$ cat config.mk
export PLATFORM = sky130hd
export DESIGN_NAME = hdlc_rx_deframer
export DESIGN_NICKNAME = d
export VERILOG_FILES = /design/src/rtl/hdlc_rx_deframer.sv
export SDC_FILE = /design/constraint.sdc
export NUM_CORES = 1
export LEC_CHECK = 0
export ABC_AREA = 0
export ABC_CLOCK_PERIOD_IN_PS = 3800
export CAP_MARGIN = 5
export CORE_MARGIN = 8
export CORE_UTILIZATION = 55
export DETAILED_ROUTE_END_ITERATION = 16
export PLACE_DENSITY = 0.76
export SYNTH_ARGS = -nofsm -noshare
export SYNTH_HDL_FRONTEND = slang
export SYNTH_SLANG_ARGS = --single-unit
$ cat constraint.sdc
create_clock -name Clk -period 3.8 [get_ports Clk]
set_clock_uncertainty 0.15 [all_clocks]
set_input_delay 0.38 -clock Clk [delete_from_list [all_inputs] [get_ports Clk]]
set_output_delay 0.38 -clock Clk [all_outputs]
set_load 0.005 [all_outputs]
$ cat src/rtl/hdlc_rx_deframer.sv
`default_nettype none
// +--------------------------------------------------------------------------+
// | hdlc_rx_deframer: HDLC Rx flag/abort detection, zero destuffing, bytes.   |
// | Revision: 1.0                                                            |
// +--------------------------------------------------------------------------+
module hdlc_rx_deframer #(
  parameter int MAX_BYTES = 128
) (
  input  logic       Clk,
  input  logic       Rst,
  input  logic       Rx,
  output logic       Rx_FlagDetect,
  output logic       Rx_AbortDetect,
  output logic       Rx_ValidFrame,
  output logic [7:0] Rx_Data,
  output logic       Rx_NewByte,
  output logic       Rx_EoF,
  output logic       Rx_FrameError,
  output logic       Rx_Overflow,
  output logic [7:0] Rx_ByteCount
);

  // Window holds the newest bit in [0]; patterns read oldest-first from [7].
  localparam logic [7:0] c_FLAG  = 8'h7E;
  localparam logic [7:0] c_ABORT = 8'h7F;
  localparam logic [7:0] c_MAX   = 8'(MAX_BYTES);

  typedef enum logic [0:0] {
    S_IDLE  = 1'b0,
    S_FRAME = 1'b1
  } state_t;

  state_t     r_state;
  logic [7:0] r_window;
  logic [7:0] r_valid;
  logic [2:0] r_ones;
  logic [2:0] r_bitCnt;
  logic       r_anyBits;
  logic [6:0] r_shift;

  logic       w_flag;
  logic       w_abort;
  logic       w_outBit;
  logic       w_outValid;
  logic       w_drop;
  logic       w_keep;
  logic [7:0] w_nextShift;

  assign w_flag      = (r_window == c_FLAG);
  assign w_abort     = (r_window == c_ABORT);
  assign w_outBit    = r_window[7];
  // The oldest bit of a just-detected flag leaves on the detect edge; suppress it with the rest.
  assign w_outValid  = r_valid[7] && !w_flag && !w_abort;
  assign w_drop      = w_outValid && !w_outBit && (r_ones == 3'd5);
  assign w_keep      = w_outValid && !w_drop;
  assign w_nextShift = {w_outBit, r_shift};

  always_ff @(posedge Clk or posedge Rst) begin
    if (Rst) begin
      r_state        <= S_IDLE;
      r_window       <= 8'hFF;
      r_valid        <= 8'h00;
      r_ones         <= 3'd0;
      r_bitCnt       <= 3'd0;
      r_anyBits      <= 1'b0;
      r_shift        <= 7'd0;
      Rx_FlagDetect  <= 1'b0;
      Rx_AbortDetect <= 1'b0;
      Rx_ValidFrame  <= 1'b0;
      Rx_Data        <= 8'd0;
      Rx_NewByte     <= 1'b0;
      Rx_EoF         <= 1'b0;
      Rx_FrameError  <= 1'b0;
      Rx_Overflow    <= 1'b0;
      Rx_ByteCount   <= 8'd0;
    end else begin
      r_window       <= {r_window[6:0], Rx};
      r_valid        <= w_flag ? 8'h01 : {r_valid[6:0], 1'b1};
      Rx_FlagDetect  <= w_flag;
      Rx_AbortDetect <= w_abort;
      Rx_NewByte     <= 1'b0;
      Rx_EoF         <= 1'b0;

      if (w_flag) begin
        r_ones <= 3'd0;
      end else if (w_outValid) begin
        if (!w_outBit)
          r_ones <= 3'd0;
        else if (r_ones != 3'd7)
          r_ones <= r_ones + 3'd1;
      end

      if (r_state == S_IDLE) begin
        Rx_ValidFrame <= 1'b0;
        if (w_flag) begin
          r_state       <= S_FRAME;
          Rx_ValidFrame <= 1'b1;
          Rx_ByteCount  <= 8'd0;
          Rx_Overflow   <= 1'b0;
          Rx_FrameError <= 1'b0;
          r_bitCnt      <= 3'd0;
          r_anyBits     <= 1'b0;
        end
      end else begin
        Rx_ValidFrame <= 1'b1;
        if (w_abort) begin
          r_state   <= S_IDLE;
          r_bitCnt  <= 3'd0;
          r_anyBits <= 1'b0;
        end else if (w_flag) begin
          // A flag with no data since the previous one is fill, not a frame close.
          if (r_anyBits) begin
            Rx_EoF        <= 1'b1;
            Rx_FrameError <= (r_bitCnt != 3'd0);
            Rx_ValidFrame <= 1'b0;
          end
          r_bitCnt  <= 3'd0;
          r_anyBits <= 1'b0;
        end else if (w_keep) begin
          r_anyBits <= 1'b1;
          r_bitCnt  <= r_bitCnt + 3'd1;
          r_shift   <= w_nextShift[7:1];
          // Status of the previous frame is held until this frame's first data bit.
          if (!r_anyBits) begin
            Rx_ByteCount  <= 8'd0;
            Rx_Overflow   <= 1'b0;
            Rx_FrameError <= 1'b0;
          end
          if (r_bitCnt == 3'd7) begin
            if (Rx_ByteCount < c_MAX) begin
              Rx_Data      <= w_nextShift;
              Rx_NewByte   <= 1'b1;
              Rx_ByteCount <= Rx_ByteCount + 8'd1;
            end else begin
              Rx_Overflow <= 1'b1;
            end
          end
        end
      end
    end
  end

endmodule
`default_nettype wire
==> results.md <==
* Status: finished, final reports clean
* TritonRoute pass-1 iters at 4
* CP arrival at around 2.4 ns
* # port buffers at 25
* Total Die Area at between 6000 and 7000 µm²
* Post-synthesis mux area share at around 5.3%
* Die Width at 80.6 µm
* R2R Setup Slk at 1.47 ns
* Crit path max fanout at 11
* Initial antenna violation count at 0
* Post-synth ARST share at 100%
* GRT Overall Usage at 14.5%
* # DRC at 0
* Grt total ovfl at 0
* Max frequency at between 400 and 500 MHz
* CP delay by family, top: simple AND/OR/NAND/NOR gates
* DR WL/cell at between 15 and 20 µm
* Area growth syn-to-layout at 18.9%
* Pleak at 1.26 nW
* Die Y at 80.6 µm
* Global-route wire length before repair at 7.31 mm
* Clock transition at path regs at roughly 0.090 ns
* Clk root buf: clkbuf_8
* Hold EP: r_window[6]
* Worst-margin pin slew at about 1.1 ns
* Main flop type after synthesis: dfrtp_1
* CP Capture Type: flip-flop
* Period utilisation layout at 61.4%
* Ant diodes at 0
* Buf/Inv on CP at 0
* Largest net degree at the start of global routing at 55
* Share of the synthesized area in the top cell type at about half
* Synth Area in Compound Gates at 11.0%
* TritonCTS clock tree: built
* Maxcap violations at 0
* Clock Latency Late Sink at around 0.3 ns
* Top post-synthesis cells by area: dfrtp_1 (50%), dfstp_2 (9.2%), nand2_1 (5.1%)
* Synth cell types at 46
* Hold Path Depth at 0
* Via count of the first global-routing pass at between 1500 and 2000
* Final TNS setup at 0 ns
* Layout cell share with drive strength beyond 1 at around 16%
* Most frequent cells in the layout: dfrtp_1 (46), nand2_1 (31), clkdlybuf4s50_1 (25), nor2_1 (10)
* Min-Delay Path Class: reg2reg
* Yosys warnings at 0
* Worst slew margin at slightly below 30%
* Worst path required time at approximately 3.8 ns
* Number of synthesized flops with an enable pin at 0
* Flops & latches, synth at between 50 and 60
* FP Rows at 23
* Reg2Reg Depth at 5
* Post-Syn Area per Cell at around 12 µm²
* Area of the core at roughly 4000 µm²
* Critical Path Most Common Cell: ha_1
* Synthesized area at around 2300 µm²
* Initial cell density of the core at a little under three fifths
* Clock tree buffer depth at 2
* Via count at between 1500 and 2000
* CP Launch Point: r_bitCnt[0]
* Hold path startpoint: r_window[5]
* Cells along the critical path: ha_1 -> ha_1 -> nand2b_1 -> nor3_2 -> mux2_2
* Final antenna-violating net count at 0
* Max IR drop VDD at 0.320 mV
* Largest family of logic cells by synthesized area: simple AND/OR/NAND/NOR gates
* Post-CTS setup buffers at 0
* Cell at the slowest stage of the critical path: nor3_2
* Adder-cell share of the synthesized area at between 3 and 4%
* CTS buffer count at 5
* Final Hold Viols at 0
* Depth of the CTS H-tree at 2
* Fill cells at between 300 and 400
* Setup CP Type: reg2reg
* GP Congestion at a little over 0.9
* R2r startpoint: r_bitCnt[0]
* 1st-iter DRT viols at about 120
* Final min period at between 2 and 2.5 ns
* RSZ-0062 raised after global routing: no
* Top Ports at 26
* CP max stage delay at 0.70 ns
* Drt total wl at 4.27 mm
* Pwr dens at roughly 460 nW/µm²
* DP HPWL at approximately 3.0 mm
* # nets final at 235
* Count of pins over their slew limit at 0
* Final Power at around 1.2 mW
* Startpoint types: flip-flop
* Commonest non-fill, non-tap cell in the layout: dfrtp_1
* Hold-fix buffers, CTS at 0
* RR Endpoint: Rx_Data[1]
* Post-cts gate resize count at 0
* Final-report setup violation count at 0
* Worst path depth at 5
* Sequential-to-total area share from yosys stat at around three fifths
* XOR/XNOR Fraction of Synth Area at less than 1%
* Synth Area in Simple Gates at approximately 17%
* Via density at 5.63
* Area leader, netlist: dfrtp_1
* Syn nets at between 200 and 250
* Syn Inst Count at about 200
* Clock Sinks at 54
[layer usage]
layer	GRT usage (%)	wire [µm]	vias up
met4	6.55	76	0
li1	-	-	732
met2	22.5	2090	46
met5	0	0	-
met3	4.13	293	7
met1	18.1	1810	768
[kinds of logic (layout without fill, tap and decap cells)]
group,count (synthesis),count (layout)
AND/OR/NAND/NOR,70,70
flip-flops,54,54
AO/OA/AOI/OAI,37,37
buffers and inverters,16,44
multiplexers,11,11
adder cells (fa/ha/maj),7,7
XOR/XNOR,2,2
other,1,1
[layout make-up]
class,instances,area (µm²),area share [%]
Clock buffer,6,82.6,3.02
Clock inverter,2,60.1,2.20
Inverter,10,37.5,1.37
Multi-Input combinational cell,128,868,31.8
Sequential cell,54,1360,49.9
Tap cell,50,62.6,2.29
Timing Repair Buffer,26,258,9.44
[cell usage after synthesis (all sizes together), types with 3 or more instances]
cell type  count
a21oi          6
a31oi          4
and3           3
buf            3
clkbuf         3
dfrtp         46
dfstp          8
ha             7
inv           10
mux2           9
nand2         31
nand3          5
nor2          11
nor2b          9
nor3           3
o21ai         13
[through the flow]
step / instance area, µm² / std cells / setup WS (ns) / utilization (%) / hold slack (ns)
3_3_place_gp: 2590 / 268 / 1.46 / 64.7 / 0.209
6_report: 2730 / 276 / 1.47 / 68.3 / 0.222
5_1_grt: 2730 / 276 / 1.27 / 68.3 / 0.229
4_1_cts: 2730 / 276 / 1.42 / 68.3 / 0.224
3_5_place_dp: 2590 / 268 / 1.41 / 64.7 / 0.211
2_1_floorplan: 2300 / 198 / 1.73 / - / 0.204
[worst reg2reg max path: cells and delay by family (launching register included)]
kind          cells  cell delay (ns)
flops             1             0.39
fa+ha+maj         2             0.39
simple gates      2             0.88
mux               1             0.42
[registers in the layout, indices dropped and copies added (netlist names), 3 cells and up]
register      flops
r_bitCnt          3
Rx_Data           8
r_window          8
r_shift           7
r_ones            3
r_valid           8
Rx_ByteCount      8
[worst max-delay path by stage]
stage and to:
2_1_floorplan Rx_ByteCount[6], 3_3_place_gp Rx_Data[7], 3_5_place_dp Rx_Data[1], 4_1_cts Rx_Data[1], 5_1_grt Rx_Data[4], 6_report Rx_Data[1]
[power by group]
group | internal [mW] | leakage (nW) | total, mW | switching [mW]
combinational | 0.0482 | 0.488 | 0.118 | 0.0697
clock | 0.281 | 0.0714 | 0.459 | 0.179
sequential | 0.623 | 0.696 | 0.667 | 0.0440
total | 0.952 | 1.26 | 1.24 | 0.293
Power figures use the tool's default switching activity.
